### src/rtl/hazard_stall_ctrl_pkg.sv
// hazard_stall_ctrl_pkg: shared encodings and the forwarding-select helper for the hazard unit.
package hazard_stall_ctrl_pkg;
  localparam logic [1:0] RESULT_SRC_LOAD = 2'b01;
  typedef enum logic [1:0] {FWD_RF = 2'b00, FWD_W = 2'b01, FWD_M = 2'b10} fwd_sel_e;
  typedef enum logic [1:0] {IDLE, WAIT, HALT} ctrl_state_e;
  function automatic fwd_sel_e fwd_sel(input logic [4:0] rs, input logic [4:0] rdm, input logic wm,
                                       input logic [4:0] rdw, input logic ww);
    return (wm && rdm != 5'd0 && rdm == rs) ? FWD_M : (ww && rdw != 5'd0 && rdw == rs) ? FWD_W : FWD_RF;
  endfunction
endpackage

### src/rtl/mem_wait_fsm.sv
// mem_wait_fsm: tracks a pending data-memory access, freezes the pipe while it waits, halts on timeout.
module mem_wait_fsm
  import hazard_stall_ctrl_pkg::*;
#(
  parameter int TIMEOUT_CYCLES = 64
) (
  input  logic clk,
  input  logic rst_n,
  input  logic MemReqM,
  input  logic mem_ready,
  output logic freeze,
  output logic rel,
  output logic mem_req,
  output logic mem_err
);
  localparam int CW = TIMEOUT_CYCLES > 1 ? $clog2(TIMEOUT_CYCLES + 1) : 1;
  ctrl_state_e state, state_n;
  logic [CW-1:0] wait_cnt, wait_cnt_n;
  logic err_n;
  always_ff @(posedge clk or negedge rst_n) begin
    if (!rst_n) begin
      state    <= IDLE;
      wait_cnt <= '0;
      mem_err  <= 1'b0;
    end else begin
      state    <= state_n;
      wait_cnt <= wait_cnt_n;
      mem_err  <= err_n;
    end
  end
  always_comb begin
    state_n    = state;
    wait_cnt_n = wait_cnt;
    err_n      = mem_err;
    freeze     = 1'b0;
    rel        = 1'b0;
    mem_req    = MemReqM && state != HALT;
    case (state)
      IDLE: if (MemReqM && !mem_ready) begin
        freeze     = 1'b1;
        state_n    = WAIT;
        wait_cnt_n = CW'(1);
      end
      WAIT: if (mem_ready) begin
        rel        = 1'b1;
        state_n    = IDLE;
        wait_cnt_n = '0;
      end else begin
        freeze = 1'b1;
        // a zero limit disables the timeout; the counter may then wrap harmlessly
        if (TIMEOUT_CYCLES != 0 && wait_cnt == CW'(TIMEOUT_CYCLES)) begin
          state_n = HALT;
          err_n   = 1'b1;
        end else wait_cnt_n = wait_cnt + CW'(1);
      end
      default: freeze = 1'b1;
    endcase
  end
endmodule

### src/rtl/hazard_stall_ctrl.sv
// hazard_stall_ctrl: forwarding, load-use/branch hazards, memory-wait freeze and stall counting.
module hazard_stall_ctrl
  import hazard_stall_ctrl_pkg::*;
#(
  parameter int DATA_WIDTH     = 32,
  parameter int TIMEOUT_CYCLES = 64
) (
  input  logic                  clk,
  input  logic                  rst_n,
  input  logic [4:0]            Rs1D,
  input  logic [4:0]            Rs2D,
  input  logic [4:0]            Rs1E,
  input  logic [4:0]            Rs2E,
  input  logic [4:0]            RdE,
  input  logic [4:0]            RdM,
  input  logic [4:0]            RdW,
  input  logic [1:0]            ResultSrcE,
  input  logic                  RegWriteM,
  input  logic                  RegWriteW,
  input  logic                  PCSrcE,
  input  logic                  MemReqM,
  input  logic                  mem_ready,
  output logic                  mem_req,
  output logic                  StallF,
  output logic                  StallD,
  output logic                  FlushD,
  output logic                  FlushE,
  output logic                  EnEM,
  output logic                  ClrMW,
  output logic [1:0]            ForwardAE,
  output logic [1:0]            ForwardBE,
  output logic                  mem_err,
  output logic [DATA_WIDTH-1:0] stall_count
);
  logic freeze, rel, act, lu;
  mem_wait_fsm #(.TIMEOUT_CYCLES(TIMEOUT_CYCLES)) u_fsm (
    .clk(clk), .rst_n(rst_n), .MemReqM(MemReqM), .mem_ready(mem_ready),
    .freeze(freeze), .rel(rel), .mem_req(mem_req), .mem_err(mem_err)
  );
  assign lu        = ResultSrcE == RESULT_SRC_LOAD && RdE != 5'd0 && (RdE == Rs1D || RdE == Rs2D);
  // hazard rules only act when the pipe moves; a frozen E keeps PCSrcE alive until release
  assign act       = rel | ~freeze;
  assign StallF    = freeze | (act & lu & ~PCSrcE);
  assign StallD    = StallF;
  assign FlushD    = act & PCSrcE;
  assign FlushE    = act & (PCSrcE | lu);
  assign EnEM      = ~freeze;
  assign ClrMW     = freeze;
  assign ForwardAE = fwd_sel(Rs1E, RdM, RegWriteM, RdW, RegWriteW);
  assign ForwardBE = fwd_sel(Rs2E, RdM, RegWriteM, RdW, RegWriteW);
  always_ff @(posedge clk or negedge rst_n) begin
    if (!rst_n) stall_count <= '0;
    else if (StallF && !(&stall_count)) stall_count <= stall_count + DATA_WIDTH'(1);
  end
endmodule

### config.mk
export PLATFORM = sky130hd
export DESIGN_NAME = hazard_stall_ctrl
export DESIGN_NICKNAME = d
export VERILOG_FILES = /design/src/rtl/hazard_stall_ctrl_pkg.sv /design/src/rtl/mem_wait_fsm.sv /design/src/rtl/hazard_stall_ctrl.sv
export SDC_FILE = /design/constraint.sdc
export NUM_CORES = 1
export LEC_CHECK = 0
export ABC_CLOCK_PERIOD_IN_PS = 2600
export CELL_PAD_IN_SITES_DETAIL_PLACEMENT = 1
export CELL_PAD_IN_SITES_GLOBAL_PLACEMENT = 1
export CORE_ASPECT_RATIO = 0.7
export CORE_MARGIN = 1.5
export CORE_UTILIZATION = 34
export DETAILED_ROUTE_END_ITERATION = 8
export GPL_TIMING_DRIVEN = 1
export MAX_ROUTING_LAYER = met4
export PLACE_DENSITY = 0.87
export SYNTH_ARGS = -nofsm -noshare
export SYNTH_HDL_FRONTEND = slang
export SYNTH_SLANG_ARGS = --single-unit
### constraint.sdc
create_clock -name clk -period 2.6 [get_ports clk]
set_clock_uncertainty 0.05 [all_clocks]
set_input_delay 0.52 -clock clk [delete_from_list [all_inputs] [get_ports clk]]
set_output_delay 0.52 -clock clk [all_outputs]
set_load 0.02 [all_outputs]
# Yosys cells after proc, flatten, opt, wreduce, memory -nomap -nowiden
# Index checks and enable logic that the tools add are counted.
[classes] addsub=2 n_eq_ne=13 muxes=17 n_bitwise=10 n_reduce_logical=23
[ops] op="adder 32 x 1 -> 32 bit (second input constant)" count=1
[ops] op="AND reduction 32 bit" count=1
[ops] op="equality test 5 bit" count=6
[ops] op="2-to-1 mux 7 bit" count=3
[ops] op="nonzero test 5 bit" count=3
[ops] op="case mux 7 bit (2 select lines)" count=1
[ops] op="logical AND 1 bit" count=11
[ops] op="2-to-1 mux 2 bit" count=5
[ops] op="AND reduction 3 bit" count=3
[ops] op="adder 7 x 1 -> 7 bit (second input constant)" count=1
[ops] op="equality test 7 bit (second input constant)" count=1
[ops] op="2-to-1 mux 1 bit" count=6
[ops] op="bitwise AND 1 bit" count=4
[ops] op="equality test 2 x 1 -> 1 bit (second input constant)" count=2
[ops] op="case mux 2 bit (2 select lines)" count=1
[ops] op="!= test 3 x 2 -> 1 bit (second input constant)" count=1
[ops] op="!= test 3 bit (second input constant)" count=1
[ops] op="inverter 1 bit" count=3
[ops] op="bitwise OR 1 bit" count=3
[ops] op="zero test 1 bit" count=2
[ops] op="zero test 2 bit" count=1
[ops] op="!= test 2 x 1 -> 1 bit (second input constant)" count=1
[ops] op="!= test 2 bit (second input constant)" count=1
[ops] op="case mux 1 bit (2 select lines)" count=1
[ops] op="other kinds (2)" count=2
[totals] register_bits=42 inputBits=44

# Logic depth before layout (Yosys ltp)
# Gate-level depths: netlist (run 1).
[logic_depth] depth_word=10 depth_mapped=8 ltp_nobuf=8

# By module
# A second synthesis (run 1) with hierarchy kept.
[unflattened] cells_unflattened=268 area_unflattened_um2=2563.7
[modules_own_cells] module="hazard_stall_ctrl" n_inst=1 cells_per_inst=207 area_each_um2=1980.6 seq_area_each_um2=800.8
[modules_own_cells] module="mem_wait_fsm" n_inst=1 cells_per_inst=61 area_each_um2=583.1 seq_area_each_um2=250.2

# Least setup slack after synthesis (run 1)
# No wires, ideal clock.
[synth_timing] kind="input to output" start="input RdM[1]" end="output ForwardAE[0]" t_arrival_ns=2.137 required_time_ns=2.030 path_slack_ns=-0.107 stages=4 path_buffers=0 path_cell_list="or4_1 -> o21ai_0 -> nor4_1 -> nor4_1"
[synth_between] elab_chain_cells=4 word_cells_on_any_way=5
[synth_lines] element="from (decl)" line_no="hazard_stall_ctrl.sv:15" text="input logic [4:0] RdM,"
[synth_lines] element="nonzero test 5 bit" line_no="hazard_stall_ctrl_pkg.sv:8" text="return (wm && rdm != 5'd0 && rdm == rs) ? FWD_M : (ww && rdw != 5'd0 && rdw == rs) ? FWD_W : FWD_RF;"
[synth_lines] element="logical AND 1 bit" line_no="hazard_stall_ctrl_pkg.sv:8"
[synth_lines] element="logical AND 1 bit *" line_no="hazard_stall_ctrl_pkg.sv:8"
[synth_lines] element="2-to-1 mux 2 bit *" line_no="hazard_stall_ctrl_pkg.sv:8"
[synth_lines] element="to (decl)" line_no="hazard_stall_ctrl.sv:30" text="output logic [1:0] ForwardAE,"
# Every way passes the cells marked *; elsewhere a longest branch is shown, timed or not.

# Worst setup path in the final report (run 1)
[layout_timing] start="input MemReqM" end="output FlushD"
[layout_between] elab_chain_cells=6
[layout_lines] element="from (decl)" line_no="hazard_stall_ctrl.sv:21" text="input logic MemReqM,"
[layout_lines] element="logical AND 1 bit" line_no="mem_wait_fsm.sv:39" text="IDLE: if (MemReqM && !mem_ready) begin"
[layout_lines] element="2-to-1 mux 1 bit" line_no="mem_wait_fsm.sv:39"
[layout_lines] element="case mux 1 bit (2 select lines)" line_no="mem_wait_fsm.sv:38" text="case (state)"
[layout_lines] element="inverter 1 bit" line_no="hazard_stall_ctrl.sv:42" text="assign act = rel | ~freeze;"
[layout_lines] element="bitwise OR 1 bit" line_no="hazard_stall_ctrl.sv:42"
[layout_lines] element="bitwise AND 1 bit" line_no="hazard_stall_ctrl.sv:45" text="assign FlushD = act & PCSrcE;"
[layout_lines] element="to (decl)" line_no="hazard_stall_ctrl.sv:26" text="output logic FlushD,"
# No other way between the ends.

==> results.sh, run 1 <==
export IMPL_muxShareOfSynthArea_pct=0.431
export IMPL_ys_ff_latch=42
export IMPL_layout_min_cycle_time_ps=2540
export IMPL_dpl_hpwl_mm=6.22
export IMPL_multi_input_area_sq_um=1610
export IMPL_grt_antenna_before_repair=0
export IMPL_insertion_delay_ps=300
export IMPL_synth_compound_area_share_pct=4.65
export IMPL_maxCapViolCount=0
export IMPL_post_drt_wl_per_cell_microns=16.1
export IMPL_syn_cell_area_sq_um=2610
export IMPL_synth_cells=268
export IMPL_htree_levels=2
export IMPL_cp_arrival_ps=1970
export IMPL_nets=441
export IMPL_power_frac_seq_pct=43.6
export IMPL_swShare_pct=33.5
export IMPL_ys_warn_count=0
export IMPL_io_buffers=87
export IMPL_track_usage_pct=20.7
export IMPL_synthSimpleGateAreaFrac_pct=27.8
export IMPL_tightest_slew_ps=602
export IMPL_antenna_left=0
export IMPL_grt_pass1_wl_mm=13.1
export IMPL_synth_top_family_by_area="simple AND/OR/NAND/NOR gates"
export IMPL_nFillCells=854
export IMPL_status="finished, final reports clean"
export IMPL_crit_type="primary input to primary output"
export IMPL_syn_nets=315
export IMPL_async_reset_ff_share_pct=100
export IMPL_drt_total_wl_mm=7.95
export IMPL_synth_avg_cell_area_sq_um=9.74
export IMPL_clockBufferDepth=2
export IMPL_grt_pass1_vias=2664
export IMPL_total_power_mw=1.79
export IMPL_r2r_cells=7
export IMPL_die_height_microns=76.3
export IMPL_cts_root_buf="clkbuf_8"
export IMPL_drc=0
export IMPL_synthAdderAreaFrac_pct=1.44
export IMPL_vias_per_cell=4.92
export IMPL_post_synth_num_cell_types=40
export IMPL_setup_viol=0
export IMPL_core_area_sq_um=7350
export IMPL_place_gp_congestion=0.781
export IMPL_start_kind="primary input"
export IMPL_worstReg2RegEnd="stall_count[12]"
export IMPL_ff2ff_setup_slack_ps=530
export IMPL_cp_required_ps=2030
export IMPL_clock_sinks=42
export IMPL_die_w_microns=108
export IMPL_io_pins=88
export IMPL_synth_xor_area_share_pct=22.1
export IMPL_powerDensity_nw_per_um2=443
export IMPL_grt_busiest_layer="met2"
export IMPL_seq_area_frac_synth_pct=40.2
export IMPL_grt_start_max_net_pins=28
export IMPL_grtUsageMet1_pct=24.6
export IMPL_p_sw_mw=0.599
export IMPL_drv_slew=0
export IMPL_maxSlewHeadroom_pct=59.8
export IMPL_ir_worst_vdd_v=0.000228
export IMPL_area_delta_synth_final_pct=54.8
export IMPL_p_leak_nw=1.86
export IMPL_drive_gt1_share_pct=22.3
export IMPL_vias=2428
export IMPL_grt_util_met2_pct=36.8
export IMPL_path_clk_slew_ps=90
export IMPL_cts_tree="done"
export IMPL_die_area_sq_um=8220
export IMPL_r2r_start="stall_count[15]"
export IMPL_layout_commonest_cell="clkdlybuf4s50_1"
export IMPL_regArea_sq_um=1050
export IMPL_grt_util_met3_pct=3.68
export IMPL_fp_row_count=26
export IMPL_dr_first_iter_drc_count=54
export IMPL_comb_power_share_pct=30.6
export IMPL_start_util_pct=35.5
export IMPL_diodes=0
export IMPL_power_internal_mw=1.19
export IMPL_mostFrequentLayoutCells="clkdlybuf4s50_1 (57), xor2_1 (44), dfrtp_1 (42)"
export IMPL_ys_flop_type="dfrtp_1"
export IMPL_dr_pass1_iters=4
export IMPL_period_share_pct=97.7
export IMPL_detailedPlace_worstSlack_ps=-825
export IMPL_setup_ws_ps=59.9
export IMPL_clkPwrFrac_pct=25.8
export IMPL_min_path_type="primary input to asynchronous set/reset pin"
export IMPL_worst_setup_path_end_kind="primary output"
export IMPL_synth_edf_count=0
export IMPL_grt_ovfl_total=0
export IMPL_crit_fanout=4
export IMPL_hold_violations=0
export IMPL_cts_made_buffers=5
export IMPL_fmax_ghz=0.394
==> Yosys cell counts, types with 2 or more instances <==
| cell type | number | area share [%] |
|---|---|---|
| nand4_1 | 6 | 1.4 |
| nor4_1 | 8 | 1.9 |
| a21o_1 | 2 | 0.57 |
| or3_1 | 2 | 0.48 |
| nor3_1 | 13 | 2.5 |
| xor2_1 | 44 | 15 |
| and4_1 | 5 | 1.7 |
| a21oi_1 | 4 | 0.77 |
| buf_4 | 2 | 0.57 |
| o21ai_0 | 8 | 1.5 |
| nand3_1 | 16 | 3.1 |
| or4_1 | 5 | 1.4 |
| nand2_1 | 19 | 2.7 |
| ha_1 | 3 | 1.4 |
| nor2_1 | 21 | 3.0 |
| dfrtp_1 | 42 | 40 |
| nand2b_1 | 3 | 0.72 |
| nor4_2 | 2 | 0.96 |
| nor4_4 | 3 | 2.4 |
| inv_1 | 13 | 1.9 |
| and2_1 | 3 | 0.72 |
| buf_6 | 2 | 0.86 |
| xnor2_1 | 22 | 7.4 |
| nor2b_1 | 2 | 0.48 |
| or2_2 | 3 | 0.72 |
==> power by group through the flow <==
stage	combinational (mW)	clock (mW)	sequential, mW
floorplan	0.193	0	0.822
global placement	0.514	0	0.786
detailed placement	0.535	0	0.789
CTS	0.543	0.466	0.779
global route	0.592	0.497	0.791
finish	0.547	0.462	0.780
==> cells by family (layout without fill, tap and decap cells) <==
kind of cell | count (synthesis) | after routing
compound gates | 20 | 20
xor+xnor | 66 | 66
fa+ha+maj | 3 | 3
buf+inv | 17 | 144
flops | 42 | 42
mux | 1 | 1
simple gates | 119 | 119
==> registers in the layout (all words and copies together), names as in the netlist <==
register        flops
stall_count        32
u_fsm.wait_cnt      7
u_fsm.state         2
u_fsm.mem_err       1
==> layout make-up <==
type	count	area share [%]
inverters	13	1.21
clock buffers	6	2.04
multi-input cells	209	39.7
repair buffers	123	27.7
clock inverters	2	0.310
well taps	98	3.03
flip-flops and latches	42	26.0
==> worst max-delay path, cell delays in order <==
cell and delay [ps]:
clkdlybuf4s50_1 470, nor2_1 40, o21ba_2 200, inv_1 130, nor2_1 60, clkdlybuf4s50_1 540
==> layer usage <==
layer	wire, microns	share of wire [%]
met2	4070	51
met3	281	3.5
met4	75	0.94
met1	3520	44
met5	0	0
==> per-stage QoR <==
step | util, % | area [sq um] | cells | hold slack (ps) | TNS, ps
after floorplan | - | 2620 | 268 | 174 | 0
after global placement | 52.3 | 3840 | 483 | 408 | -5800
after detailed placement | 52.3 | 3840 | 483 | 437 | -8970
after CTS | 54.3 | 3990 | 492 | 191 | 0
after global routing | 55.0 | 4040 | 493 | 207 | -4.50
final | 55.0 | 4040 | 493 | 167 | 0
==> what timing repair did <==
| action | in CTS | in global routing |
|---|---|---|
| pin swaps | 13 | 11 |
| endpoints found under the hold margin | 0 | 0 |
| setup buffers | 2 | 1 |
| hold buffers | 0 | 0 |
| endpoints found under the setup margin | 9 | 16 |
| resized for setup | 70 | 15 |
==> how the worst max path moves through the flow <==
stage | cells past startpoint | slack [ps] | endpoint | from
after CTS | 6 | 2 | ForwardBE[0] | RdM[1]
after floorplan | 4 | 100 | ForwardAE[0] | RdM[1]
after global routing | 6 | -4 | FlushD | MemReqM
after detailed placement | 6 | -830 | ForwardAE[0] | RdM[1]
after global placement | 6 | -670 | ForwardBE[0] | RdM[1]
final | 6 | 60 | FlushD | MemReqM
Power figures use the tool's default switching activity.
==> run 2, diff against run 1 <==
Settings changed: PLACE_DENSITY 0.87 to 0.88, SYNTH_HIERARCHICAL from default to 1.
==> results.sh, run 2 <==
export IMPL_cp_required_ps=2030
export IMPL_ys_flop_type="dfrtp_1"
export IMPL_design_area_sq_um=3950
export IMPL_crit_buf_inv=3
export IMPL_synth_avg_cell_area_sq_um=9.57
export IMPL_path_cells="clkbuf_2, or4_4, o21ai_4, buf_6, nor4_4, nor4_2, buf_4"
export IMPL_area_delta_synth_final_pct=54.0
export IMPL_period_share_pct=102
export IMPL_synth_edf_count=0
export IMPL_die_area_sq_um=8080
export IMPL_cts_tree="done"
export IMPL_io_pins=88
export IMPL_hold_buffers=0
export IMPL_drive_gt1_share_pct=19.9
export IMPL_crit_family="simple AND/OR/NAND/NOR gates"
export IMPL_core_area_sq_um=7290
export IMPL_cp_arrival_ps=2070
export IMPL_setup_tns_ps=-43.0
export IMPL_p_leak_nw=1.83
export IMPL_clockBufferDepth=2
export IMPL_diodes=0
export IMPL_dr_first_iter_drc_count=41
export IMPL_syn_nets=315
export IMPL_status="complete, but fails checks"
export IMPL_reg_largest_list="stall_count x32, u_fsm/wait_cnt x7, u_fsm/state x2"
export IMPL_layout_min_cycle_time_ps=2640
export IMPL_start_util_pct=35.2
export IMPL_drv_slew=0
export IMPL_place_gp_congestion=0.807
export IMPL_largest_reg_flops=32
export IMPL_powerDensity_nw_per_um2=463
export IMPL_crit_path_top_delay_cell="or4_4"
export IMPL_clock_sinks=42
export IMPL_drc=0
export IMPL_vias=2483
export IMPL_detailedPlace_worstSlack_ps=-780
export IMPL_die_height_microns=75.7
export IMPL_maxCapViolCount=0
export IMPL_crit_type="primary input to primary output"
export IMPL_cts_made_buffers=5
export IMPL_io_buffers=87
export IMPL_min_path_type="primary input to asynchronous set/reset pin"
export IMPL_grt_ovfl_total=0
export IMPL_post_drt_wl_per_cell_microns=16.6
export IMPL_track_usage_pct=21.3
export IMPL_fmax_ghz=0.378
export IMPL_hold_violations=0
export IMPL_synth_area_leader_cell="dfrtp_1"
export IMPL_ir_worst_vdd_v=0.000363
export IMPL_ys_ff_latch=42
export IMPL_tightest_slew_ps=345
export IMPL_layoutNonFillerInstCount=494
export IMPL_synth_cells=268
export IMPL_placed_cells=486
export IMPL_ys_warn_count=6
export IMPL_critPathMaxStageDelay_ps=540
export IMPL_mostFrequentLayoutCells="clkdlybuf4s50_1 (55), dfrtp_1 (42), buf_4 (41)"
export IMPL_async_reset_ff_share_pct=100
export IMPL_setup_viol=1
export IMPL_antenna_left=0
export IMPL_violations="setup timing"
export IMPL_synth_common_cells="dfrtp_1 (42), xor2_1 (34), xnor2_1 (29)"
export IMPL_vias_per_cell=5.03
export IMPL_synth_most_common_cell="dfrtp_1"
export IMPL_setup_ws_ps=-43.0
export IMPL_insertion_delay_ps=290
export IMPL_dr_pass1_iters=4
export IMPL_post_synth_num_cell_types=44
export IMPL_synth_top_area_share_pct=41.0
export IMPL_drt_total_wl_mm=8.20
export IMPL_worst_setup_path_end_kind="primary output"
export IMPL_syn_cell_area_sq_um=2560
export IMPL_nets=444
export IMPL_start_kind="primary input"
export IMPL_grt_start_max_net_pins=20
export IMPL_top_register="stall_count"
export IMPL_cts_root_buf="clkbuf_8"
export IMPL_fp_row_count=26
export IMPL_crit_fanout=2
export IMPL_die_w_microns=107
export IMPL_htree_levels=2
export IMPL_placed_cell_area_sq_um=3820
export IMPL_yosys_top_cells_area="dfrtp_1 (41%), xor2_1 (12%), xnor2_1 (9.9%)"
export IMPL_grt_antenna_before_repair=0
export IMPL_path_clk_slew_ps=80
export IMPL_grt_pass1_wl_mm=13.0
export IMPL_layout_commonest_cell="clkdlybuf4s50_1"
export IMPL_grt_pass1_vias=2620
export IMPL_maxSlewHeadroom_pct=76.8
export IMPL_seq_area_frac_synth_pct=41.0
export IMPL_dpl_hpwl_mm=6.50
run 2: cell count changes after synthesis, moves of 3 or more:
cell	before	now
xor2_1	44	34
xnor2_1	22	29
nor3_1	13	8
and4_1	5	1
inv_1	13	10
nand2b_1	3	6
nand4_1	6	9
nor4_1	8	11
nor4_4	3	0
o2bb2ai_1	0	3
run 2: power breakdown:
group | internal, mW | switching [mW] | total (mW)
clock network | 0.205 | 0.210 | 0.415
logic | 0.311 | 0.308 | 0.619
registers | 0.713 | 0.0829 | 0.796
total | 1.23 | 0.601 | 1.83
run 2: worst paths after layout:
path,slack [ps],startpoint,cells past startpoint,end
max reg2reg,280,stall_count[0],7,stall_count[29]
max in group asynchronous,1880,rst_n,2,stall_count[27]
min,60,rst_n,1,stall_count[0]
min reg2reg,410,u_fsm/mem_err,1,u_fsm/mem_err
min in group clk,410,u_fsm/mem_err,1,u_fsm/mem_err
max,-40,RdM[4],7,ForwardAE[0]
run 2: worst reg2reg max path: stages (launching register included):
cell	delay (ps)
dfrtp_1	420
ha_1	200
nand3_1	110
or3_1	430
o32a_1	390
and2_4	210
and4_2	240
xor2_1	150
run 2: area by class of cell:
type	count	area, sq um
Fill cell	866	3340
Inverter	10	37.5
Clock buffer	6	82.6
Sequential cell	42	1050
Multi-Input combinational cell	212	1520
Tap cell	98	123
Timing Repair Buffer	126	1130
run 2: timing repair:
action / 4_1_cts / 5_1_grt
setup buffers: 0 / 2
pin swaps: 9 / 6
endpoints found under the setup margin: 11 / 6
gates resized for setup: 76 / 14
run 2: kinds of logic (layout without fill, tap and decap cells):
group	Yosys count	after routing	synth area share, %
AO/OA/AOI/OAI	28	28	8.35
XOR/XNOR	63	63	21.5
adder cells (fa/ha/maj)	3	3	1.46
buffers and inverters	14	142	2.64
flip-flops	42	42	41.0
AND/OR/NAND/NOR	118	118	25.0
run 2: through the flow:
step                      total power [mW]  hold WS (ps)  utilization [%]
final                                 1.83          57.5             54.2
after detailed placement              1.43           373             52.5
after global routing                  1.94          72.8             54.2
after global placement                1.39           371             52.5
after CTS                             1.84          61.4             53.8
after floorplan                       1.10           174                -
run 2: routing by layer:
| layer | routed length [microns] | GRT usage, % | part of all wire (%) | up-vias |
|---|---|---|---|---|
| met5 | 0 | - | 0 | - |
| met4 | 58 | 4.00 | 0.71 | 0 |
| met3 | 300 | 3.17 | 3.7 | 8 |
| met2 | 3960 | 36.1 | 48 | 55 |
| met1 | 3880 | 27.7 | 47 | 1228 |
| li1 | - | - | - | 1192 |
==> run 3, diff against run 2 <==
Settings changed: CAP_MARGIN from default to 10.
==> results of run 3 <==
Same layout as run 2: the final DEF is identical, and so are final timing and power.
